===== src/rtl/tilemap_scroll_gen_if.sv =====
// Purpose : VRAM fetch bus between the scroll generator (master) and memory (slave).
// Latency : master holds req/addr stable until ack; one transfer per ack cycle.
// Backpr. : slave stalls a fetch simply by delaying ack; data is valid on the ack cycle.
// Signals : req (fetch request), addr (byte address), ack (fetch complete), data (fetched byte).
interface tilemap_scroll_gen_if #(
  parameter int AW = 13
);
  logic          req;
  logic [AW-1:0] addr;
  logic          ack;
  logic [7:0]    data;

  modport master (output req, output addr, input ack, input data);
  modport slave  (input req, input addr, output ack, output data);
endinterface


===== src/rtl/tilemap_scroll_gen.sv =====
// Purpose : per-scanline fetch of per-layer X/Y scroll values from VRAM, then per-pixel
//           tilemap coordinate generation (tile column/row, row-in-tile, fine X).
// Latency : pixel outputs registered, one cycle after pxh/row/flip_screen; scroll values
//           fetched during line N are committed on the line_start of line N+1.
// Backpr. : VRAM fetches stall on ack; a line_start arriving mid-sequence flags fetch_err,
//           keeps the active scroll set and restarts the fetch sequence from layer 0.
// Ports   : clk, reset (sync, active-high); line_start/next_line line timing; pxh/row/flip_screen
//           raster position; mode/y_en per-layer config; vram fetch bus (master);
//           map_col/map_row/row_s/fine per-layer packed outputs (layer L in slice L); fetch_err.
// XW is expected to lie in 9..16: the X scroll is assembled from a low byte plus high byte.
module tilemap_scroll_gen #(
  parameter int             NUM_LAYERS   = 2,
  parameter int             XW           = 9,
  parameter int             YW           = 8,
  parameter int             AW           = 13,
  parameter logic [AW-1:0]  SCROLL_BASE  = 13'h1A00,
  parameter logic [AW-1:0]  LAYER_STRIDE = 13'h0400,
  parameter logic [XW-1:0]  FLIP_XOFS    = 9'h1F9
) (
  input  logic                          clk,
  input  logic                          reset,
  input  logic                          line_start,
  input  logic [7:0]                    next_line,
  input  logic [XW-1:0]                 pxh,
  input  logic [YW-1:0]                 row,
  input  logic                          flip_screen,
  input  logic [2*NUM_LAYERS-1:0]       mode,
  input  logic [NUM_LAYERS-1:0]         y_en,
  tilemap_scroll_gen_if.master          vram,
  output logic [NUM_LAYERS*(XW-3)-1:0]  map_col,
  output logic [NUM_LAYERS*(YW-3)-1:0]  map_row,
  output logic [NUM_LAYERS*3-1:0]       row_s,
  output logic [NUM_LAYERS*3-1:0]       fine,
  output logic                          fetch_err
);

  localparam int LW = (NUM_LAYERS > 1) ? $clog2(NUM_LAYERS) : 1;
  localparam logic [LW-1:0] LAST_LAYER = LW'(NUM_LAYERS - 1);

  typedef enum logic [2:0] {
    S_IDLE,
    S_FETCH_XL,
    S_FETCH_XH,
    S_FETCH_Y,
    S_NEXT
  } state_t;

  state_t                state, state_n;
  logic [LW-1:0]         layer, layer_n;
  logic                  ready, ready_n;
  logic                  req_q, req_n;
  logic [AW-1:0]         addr_q, addr_n;

  // Line number and modes frozen for the duration of one fetch sequence.
  logic [7:0]            nl_q;
  logic [2*NUM_LAYERS-1:0] mode_q;

  logic                  start, commit, overrun;
  logic                  cap_xl, cap_xh, cap_y, clr_y;

  logic [1:0]            lmode;
  logic [7:0]            idx;
  logic [AW-1:0]         layer_base;
  logic [AW-1:0]         fetch_addr;

  logic [XW-1:0]         sx_sh  [NUM_LAYERS];
  logic [XW-1:0]         sx_act [NUM_LAYERS];
  logic [YW-1:0]         sy_sh  [NUM_LAYERS];
  logic [YW-1:0]         sy_act [NUM_LAYERS];

  logic [NUM_LAYERS*(XW-3)-1:0] map_col_n;
  logic [NUM_LAYERS*(YW-3)-1:0] map_row_n;
  logic [NUM_LAYERS*3-1:0]      row_s_n;
  logic [NUM_LAYERS*3-1:0]      fine_n;

  assign vram.req  = req_q;
  assign vram.addr = addr_q;

  // ---------------------------------------------------------------------------
  // Fetch address for the current layer/state
  // ---------------------------------------------------------------------------
  always_comb begin
    lmode = mode_q[{layer, 1'b0} +: 2];
    idx   = 8'h00;
    case (lmode)
      2'b01:   idx = {3'b000, nl_q[7:3]};
      2'b10:   idx = nl_q;
      default: idx = 8'h00;  // 00 and 11 both select the global entry
    endcase
    layer_base = SCROLL_BASE + AW'(layer) * LAYER_STRIDE;
    case (state)
      S_FETCH_XL: fetch_addr = layer_base + AW'({idx, 1'b0});
      S_FETCH_XH: fetch_addr = layer_base + AW'({idx, 1'b1});
      S_FETCH_Y:  fetch_addr = layer_base + AW'(10'h200);
      default:    fetch_addr = layer_base;
    endcase
  end

  // ---------------------------------------------------------------------------
  // Fetch sequencer: next state and control
  // ---------------------------------------------------------------------------
  always_comb begin
    state_n = state;
    layer_n = layer;
    ready_n = ready;
    req_n   = req_q;
    addr_n  = addr_q;
    start   = 1'b0;
    commit  = 1'b0;
    overrun = 1'b0;
    cap_xl  = 1'b0;
    cap_xh  = 1'b0;
    cap_y   = 1'b0;
    clr_y   = 1'b0;

    if (line_start) begin
      // Every line_start (re)starts the sequence at layer 0 and drops any
      // outstanding request; only a start from IDLE may commit.
      start   = 1'b1;
      state_n = S_FETCH_XL;
      layer_n = '0;
      req_n   = 1'b0;
      if (state == S_IDLE) begin
        commit  = ready;
        ready_n = 1'b0;
      end else begin
        overrun = 1'b1;
      end
    end else begin
      case (state)
        S_IDLE: begin
        end
        S_FETCH_XL, S_FETCH_XH, S_FETCH_Y: begin
          if (!req_q) begin
            // Issue cycle; also provides the idle gap after the previous ack.
            req_n  = 1'b1;
            addr_n = fetch_addr;
          end else if (vram.ack) begin
            req_n = 1'b0;
            if (state == S_FETCH_XL) begin
              cap_xl  = 1'b1;
              state_n = S_FETCH_XH;
            end else if (state == S_FETCH_XH) begin
              cap_xh = 1'b1;
              if (y_en[layer]) begin
                state_n = S_FETCH_Y;
              end else begin
                clr_y   = 1'b1;
                state_n = S_NEXT;
              end
            end else begin
              cap_y   = 1'b1;
              state_n = S_NEXT;
            end
          end
        end
        S_NEXT: begin
          if (layer == LAST_LAYER) begin
            state_n = S_IDLE;
            ready_n = 1'b1;
          end else begin
            layer_n = layer + LW'(1);
            state_n = S_FETCH_XL;
          end
        end
        default: state_n = S_IDLE;
      endcase
    end
  end

  always_ff @(posedge clk) begin
    if (reset) begin
      state     <= S_IDLE;
      layer     <= '0;
      ready     <= 1'b0;
      req_q     <= 1'b0;
      addr_q    <= '0;
      fetch_err <= 1'b0;
      nl_q      <= '0;
      mode_q    <= '0;
    end else begin
      state     <= state_n;
      layer     <= layer_n;
      ready     <= ready_n;
      req_q     <= req_n;
      addr_q    <= addr_n;
      fetch_err <= overrun;
      if (start) begin
        nl_q   <= next_line;
        mode_q <= mode;
      end
    end
  end

  // ---------------------------------------------------------------------------
  // Shadow (being fetched) and active (in use) scroll registers
  // ---------------------------------------------------------------------------
  always_ff @(posedge clk) begin
    for (int i = 0; i < NUM_LAYERS; i++) begin
      if (reset) begin
        sx_sh[i]  <= '0;
        sy_sh[i]  <= '0;
        sx_act[i] <= '0;
        sy_act[i] <= '0;
      end else begin
        if (layer == LW'(i)) begin
          if (cap_xl) sx_sh[i][7:0] <= vram.data;
          // High byte above the low byte; only the bits that fit XW survive.
          if (cap_xh) sx_sh[i] <= XW'({vram.data, sx_sh[i][7:0]});
          if (cap_y)  sy_sh[i] <= YW'(vram.data);
          if (clr_y)  sy_sh[i] <= '0;
        end
        if (commit) begin
          sx_act[i] <= sx_sh[i];
          sy_act[i] <= sy_sh[i];
        end
      end
    end
  end

  // ---------------------------------------------------------------------------
  // Per-layer pixel coordinate generation
  // ---------------------------------------------------------------------------
  for (genvar g = 0; g < NUM_LAYERS; g++) begin : g_pix
    logic [XW-1:0] add_x;
    logic [XW-1:0] ex;
    logic [YW-1:0] ey;

    assign add_x = sx_act[g] + (flip_screen ? FLIP_XOFS : XW'(0));
    assign ex    = pxh + add_x;
    assign ey    = row + sy_act[g];

    assign map_col_n[g*(XW-3) +: (XW-3)] = ex[XW-1:3];
    // Flipped screens walk the tile right-to-left, so fine X is mirrored.
    assign fine_n[g*3 +: 3]              = ex[2:0] ^ {3{flip_screen}};
    assign map_row_n[g*(YW-3) +: (YW-3)] = ey[YW-1:3];
    assign row_s_n[g*3 +: 3]             = ey[2:0];
  end

  always_ff @(posedge clk) begin
    if (reset) begin
      map_col <= '0;
      map_row <= '0;
      row_s   <= '0;
      fine    <= '0;
    end else begin
      map_col <= map_col_n;
      map_row <= map_row_n;
      row_s   <= row_s_n;
      fine    <= fine_n;
    end
  end

endmodule


===== src/flat_wrapper.sv =====
// flat-port wrapper written by rule: the top's interface ports become plain ports
module tilemap_scroll_gen_flat 
#(
  parameter int             NUM_LAYERS   = 2,
  parameter int             XW           = 9,
  parameter int             YW           = 8,
  parameter int             AW           = 13,
  parameter logic [AW-1:0]  SCROLL_BASE  = 13'h1A00,
  parameter logic [AW-1:0]  LAYER_STRIDE = 13'h0400,
  parameter logic [XW-1:0]  FLIP_XOFS    = 9'h1F9
)
  (clk, reset, line_start, next_line, pxh, row, flip_screen, mode, y_en, map_col, map_row, row_s, fine, fetch_err, vram_req, vram_addr, vram_ack, vram_data);
  tilemap_scroll_gen_if #(.AW(AW)) vram_i ();
  input  logic clk;
  input  logic reset;
  input  logic line_start;
  input  logic [7:0] next_line;
  input  logic [XW-1:0] pxh;
  input  logic [YW-1:0] row;
  input  logic flip_screen;
  input  logic [2*NUM_LAYERS-1:0] mode;
  input  logic [NUM_LAYERS-1:0] y_en;
  output logic [NUM_LAYERS*(XW-3)-1:0] map_col;
  output logic [NUM_LAYERS*(YW-3)-1:0] map_row;
  output logic [NUM_LAYERS*3-1:0] row_s;
  output logic [NUM_LAYERS*3-1:0] fine;
  output logic fetch_err;
  output wire logic [$bits(vram_i.req)-1:0] vram_req;
  output wire logic [$bits(vram_i.addr)-1:0] vram_addr;
  input wire logic [$bits(vram_i.ack)-1:0] vram_ack;
  input wire logic [$bits(vram_i.data)-1:0] vram_data;
  assign vram_req = vram_i.req;
  assign vram_addr = vram_i.addr;
  assign vram_i.ack = vram_ack;
  assign vram_i.data = vram_data;
  tilemap_scroll_gen #(.NUM_LAYERS(NUM_LAYERS), .XW(XW), .YW(YW), .AW(AW), .SCROLL_BASE(SCROLL_BASE), .LAYER_STRIDE(LAYER_STRIDE), .FLIP_XOFS(FLIP_XOFS)) u_core (.clk(clk), .reset(reset), .line_start(line_start), .next_line(next_line), .pxh(pxh), .row(row), .flip_screen(flip_screen), .mode(mode), .y_en(y_en), .vram(vram_i), .map_col(map_col), .map_row(map_row), .row_s(row_s), .fine(fine), .fetch_err(fetch_err));
endmodule

===== config.mk =====
export PLATFORM = sky130hd
export DESIGN_NAME = tilemap_scroll_gen_flat
export DESIGN_NICKNAME = d
export VERILOG_FILES = /design/src/rtl/tilemap_scroll_gen_if.sv /design/src/rtl/tilemap_scroll_gen.sv /design/src/flat_wrapper.sv
export SDC_FILE = /design/constraint.sdc
export NUM_CORES = 1
export LEC_CHECK = 0
export CAP_MARGIN = 20
export CORE_MARGIN = 8
export CORE_UTILIZATION = 50
export DETAILED_ROUTE_END_ITERATION = 12
export DONT_BUFFER_PORTS = 1
export GPL_TIMING_DRIVEN = 0
export MAX_ROUTING_LAYER = met4
export PLACE_DENSITY = 0.68
export SKIP_CTS_REPAIR_TIMING = 1
export SYNTH_ARGS = -nofsm -noshare
export SYNTH_HDL_FRONTEND = slang
export SYNTH_SLANG_ARGS = --single-unit

===== constraint.sdc =====
create_clock -name clk -period 2 [get_ports clk]
set_input_delay 0.2 -clock clk [delete_from_list [all_inputs] [get_ports clk]]
set_output_delay 0.2 -clock clk [all_outputs]
set_load 0.02 [all_outputs]

---- After elaboration in Yosys (flattened, before gate mapping) ----
Memory sizes are Yosys's and may differ from the RTL's.
Cells that the tools add are included.
word-level totals
  memory bits (read-only) ................. 0
  memory bits (writable) .................. 68
  input bits .............................. 44
  word-level logic and storage cells ...... 166
  bits in latches ......................... 0
  memories kept ........................... 4
  output and inout port bits .............. 49
  register bits after elaboration ......... 66
memories
  name           words  width  read ports  clocked after Yosys merged registers in  write ports  RTL line                  RTL
  u_core.sx_act  2      9      2           0                                        2            tilemap_scroll_gen.sv:67  logic [XW-1:0] sx_act [NUM_LAYERS];
  u_core.sx_sh   2      9      2           0                                        2            tilemap_scroll_gen.sv:66  logic [XW-1:0] sx_sh [NUM_LAYERS];
  u_core.sy_act  2      8      2           0                                        2            tilemap_scroll_gen.sv:69  logic [YW-1:0] sy_act [NUM_LAYERS];
  u_core.sy_sh   2      8      2           0                                        2            tilemap_scroll_gen.sv:68  logic [YW-1:0] sy_sh [NUM_LAYERS];
cells by class
  shifts and indexed selects .............. 1
  eq/ne operators ......................... 12
  multiplexer cells ....................... 95
  reduce and logical (&&, ||, !) cells .... 10
  bitwise logic cells ..................... 19
  add/subtract/negate cells ............... 11
  div/mod/pow operators ................... 0
  $lt $le $gt $ge ......................... 1
  multiply operators ...................... 0
operators by type and width
  kind                                                               number
  8-bit two-way mux                                                  10
  1-bit two-way mux                                                  74
  13-bit one-hot mux with 3 select lines                             1
  9-bit adder                                                        4
  9-bit two-way mux                                                  3
  13-bit by 9-bit adder with 13-bit output                           2
  8-bit adder                                                        2
  8-bit one-hot mux with 2 select lines                              1
  3-bit two-way mux                                                  5
  1-bit bitwise OR                                                   14
  12-bit by 12-bit adder with 13-bit output (first input constant)   1
  13-bit by 10-bit adder with 13-bit output (second input constant)  1
  3-bit AND reduction                                                4
  3-bit one-hot mux with 3 select lines                              1
  3-bit by 2-bit == test with 1-bit output (second input constant)   2
  3-bit bitwise XOR                                                  2
  2-bit by 1-bit != test with 1-bit output (second input constant)   2
  2-bit != test (second input constant)                              2
  2-bit nonzero test                                                 2
  2-bit OR reduction                                                 2
  4-bit by 3-bit variable part select with 2-bit output              1
  3-bit by 1-bit == test with 1-bit output (second input constant)   1
  3-bit == test (second input constant)                              1
  3-bit logical NOT                                                  1
  other kinds (8)                                                    10

---- Depth between registers and ports, before layout ----
  depth in word-level cells ............... 14
  gate-level depth with buffers ........... 9
  depth with buffers taken out ............ 8

---- Least setup slack after synthesis ----
Ideal clock, no wire load.
  path type ............................... register to register
  start ................................... memory u_core.sx_act[1][0]
  end ..................................... register u_core.map_col[10]
  clock period less this slack ............ 2.163 ns
  buffers on the path ..................... 0
  library setup time ...................... 0.120 ns
  stages on the path, launching flop included .. 8
  setup slack ............................. -0.163 ns
  required time ........................... 1.880 ns
  data arrival time ....................... 2.044 ns
  path through ............................ edfxtp_1 -> fa_1 -> ha_1 -> fa_1 -> a21oi_1 -> a2bb2oi_1 -> nor4b_1 -> a211o_1
RTL lines
  item                    RTL line                   RTL
  start: declaration      tilemap_scroll_gen.sv:67
  end signal: assignment  tilemap_scroll_gen.sv:247  map_col <= map_col_n;
  end: declaration        tilemap_scroll_gen.sv:30   output logic [NUM_LAYERS*(XW-3)-1:0] map_col,

==> results_dict.tcl <==
set metrics [dict create \
    yosysSeqAreaShare_pct 51.1 \
    drtPass1Iterations 4 \
    synth_warnings 0 \
    die_area_um2 17000 \
    synth_edf_count 68 \
    synth_area_um2 6550 \
    worst_slack_ps -261 \
    rrSetupSlack_ps -260 \
    cts_root_buf "clkbuf_16" \
    yosysTopAreaCellShare_pct 31.2 \
    num_vias 4420 \
    fmax_mhz 442 \
    power_density_nw_per_um2 910 \
    postLayoutCellArea_um2 7870 \
    yosys.area.top_type "edfxtp_1" \
    drv_cap 0 \
    grt.overflow.total 0 \
    antenna_found_initial 0 \
    finalHoldViolCount 1 \
    synthCells 581 \
    grt_max_degree 19 \
    ys_types 60 \
    status "finished with violations" \
    ys.flop_type "edfxtp_1" \
    wl_per_cell_um 18.3 \
    postRouteAntennaNets 0 \
    syn_to_final_growth_pct 20.2 \
    core_area_um2 13000 \
    worst_slew_pin_slew_ps 754 \
    cts_sinks 133 \
    cts_buffers 17 \
    htree_levels 4 \
    p_total_mw 7.16 \
    synth_simple_gate_area_share_pct 18.9 \
    start_util_pct 50.2 \
    violations "hold timing, setup timing" \
    clk_path_buf_depth 2 \
    drive_above_1_share_pct 15.7 \
    cp_data_arrival_time_ps 2550 \
    setup.worst_path.start "u_core.sx_act[1][0]$_SDFFCE_PN0P_" \
    synth.area.top_cells "edfxtp_1 31%, dfxtp_1 20%, and2_1 6.5%, ha_1 6.5%, fa_1 4.9%" \
    synthAdderAreaFrac_pct 11.4 \
    period_minus_slack_ps 2260 \
    drtIter0Drc 322 \
    drv_slew 0 \
    via_per_inst 5.40 \
    finClkSkew_ps 9.32 \
    slew_headroom_pct 49.7 \
    drcViolationCount 0 \
    die_w_um 130 \
    p_leak_nw 3.08 \
    sw_frac_of_total_pct 26.0 \
    ys_ff_latch 133 \
    io_buffers 0 \
    most-common-layout-cells "68 x and2_1, 68 x edfxtp_1, 65 x dfxtp_1, 53 x nor2_1, 26 x ha_1" \
    r2r-end "u_core.map_col[10]$_SDFF_PP0_" \
    path_clk_slew_ps 60 \
    finalSetupTns_ps -647 \
    seqPwrFrac_pct 45.1 \
    finalWeightedCongestion 0.901 \
    dieHeight_um 130 \
    synth_xor_area_share_pct 2.43 \
    syn_nets 675 \
    pwr-share-comb_pct 13.2 \
    cp.required_ps 2290 \
    worstHoldEndpoint "u_core.sy_sh[1][6]$_SDFFCE_PP0P_" \
    synth_compound_area_share_pct 10.5 \
    grt_setup_unrepaired "yes" \
    grt_pass1_vias 4305 \
    hold_path_class "input port to flop" \
    final-setup-viol-count 4 \
    path_max_fanout 3 \
    synth-async-reset-ratio_pct 0 \
    hold_ws_ps -18.6 \
    worstHoldStart "vram_data[6]" \
    p_clk_share_pct 41.7 \
    row_count 42 \
    track_usage_pct 18.0 \
    clkLatencyLatePin_ps 420 \
    io_pins 93 \
    p_int_mw 5.30 \
    r2r_start "u_core.sx_act[1][0]$_SDFFCE_PN0P_" \
    synth_mux_area_share_pct 2.79 \
    critPathCaptureType "flop" \
    antenna_cells 0 \
    cts_tree "yes" \
    fin_nets 723 \
    synth_top_family_by_area "simple AND/OR/NAND/NOR gates" \
    whs_path_depth 1 \
    post_dp_cell_area_um2 6840 \
    switchingPower_mw 1.86 \
    criticalPathCategory "flop to flop" \
    period_share_pct 113 \
    dp_hpwl_mm 10.9 \
    dp_slack_ps -338 \
    syn_area_per_cell_um2 11.3 \
    cp-start-kind "flop" \
    irDropWorstVdd_mv 0.649 \
    grt_pass1_wl_mm 22.2 \
    reg2reg_depth 7 \
    wirelength_mm 15.0 \
]
-- area by class of cell --
cell class | instances | area [um^2]
fill | 1053 | 5160
multi-input combinational | 404 | 3240
timing repair buffer | 29 | 288
clock buffer | 21 | 475
clock inverter | 11 | 98.8
inverter | 20 | 75.1
buffer | 24 | 128
sequential | 133 | 3340
tap | 176 | 220
-- layer usage --
layer,global-route usage (%),wire length (um)
met1,20.3,6360
met2,28.4,7290
met3,6.57,1040
met4,8.37,295
met5,-,0
-- synthesized netlist by cell type, types with 3 or more instances --
cell       n
buf_1      3
clkbuf_1   5
o21a_1     4
nand3b_1   4
a22oi_1    5
buf_2     11
nor4_1     3
nor3b_1   11
xor2_1     5
a21o_1     5
nand4b_1   4
xnor2_1   10
o31a_1     5
a31oi_1    5
ha_1      34
fa_1      16
inv_1     19
o21ai_0   25
nor3_2     3
a22o_1     5
edfxtp_1  68
mux2i_1   16
o311ai_0   4
o21bai_1   5
nor2b_1   10
nor3_1    14
nor2_1    54
and2_1    68
nand3_1    9
a21oi_1   13
dfxtp_1   65
a211oi_1  14
clkbuf_2   3
nand2_1   17
nand2b_1   7
-- per-stage QoR --
| stage | utilization (%) | cells | hold WS [ps] |
|---|---|---|---|
| 2_1_floorplan | - | 581 | 347 |
| 3_3_place_gp | 52.3 | 757 | 351 |
| 3_5_place_dp | 52.5 | 758 | 358 |
| 4_1_cts | 56.9 | 790 | -81.5 |
| 5_1_grt | 60.4 | 818 | 2.04 |
| 6_report | 60.4 | 818 | -18.6 |
-- worst max-delay path, cell delays in order (launching register included) --
cell,delay [ps]
edfxtp_1,400
fa_2,400
ha_4,180
fa_2,410
a21oi_2,190
a2bb2oi_2,220
nor4b_2,70
a211o_1,260
-- flip-flops by register name (all words and copies together) (netlist names), 3 cells and up --
name / cells
u_core.sx_act: 18
u_core.state: 3
u_core.sx_sh: 18
u_core.map_col: 12
u_core.row_s: 6
u_core.sy_sh: 16
u_core.fine: 6
u_core.sy_act: 16
u_core.mode_q: 4
u_core.nl_q: 8
u_core.map_row: 10
u_core.vram.addr: 12
-- logic make-up after synthesis --
group / Yosys count
simple gates: 219
flops: 133
compound gates: 101
fa+ha+maj: 50
buf+inv: 44
mux: 18
xor+xnor: 16
-- worst max-delay path by stage --
stage | end | slack (ps) | cells past startpoint
global route | u_core.map_col[10]$_SDFF_PP0_ | -330 | 7
global placement | u_core.sx_act[0][0]$_SDFFCE_PN0P_ | -550 | 4
detailed placement | u_core.map_col[11]$_SDFF_PP0_ | -340 | 6
finish | u_core.map_col[10]$_SDFF_PP0_ | -260 | 7
CTS | u_core.map_col[11]$_SDFF_PP0_ | -370 | 6
floorplan | u_core.map_col[10]$_SDFF_PP0_ | -110 | 7
-- power groups by stage --
stage               clock network [mW]  registers (mW)  logic [mW]
global placement                     0            3.29       0.721
finish                            2.98            3.23       0.946
detailed placement                   0            3.30       0.755
global route                      3.14            3.25        1.03
floorplan                            0            3.27       0.597
CTS                               3.03            3.24       0.760
Note: power is estimated with default switching activity, not from simulation.
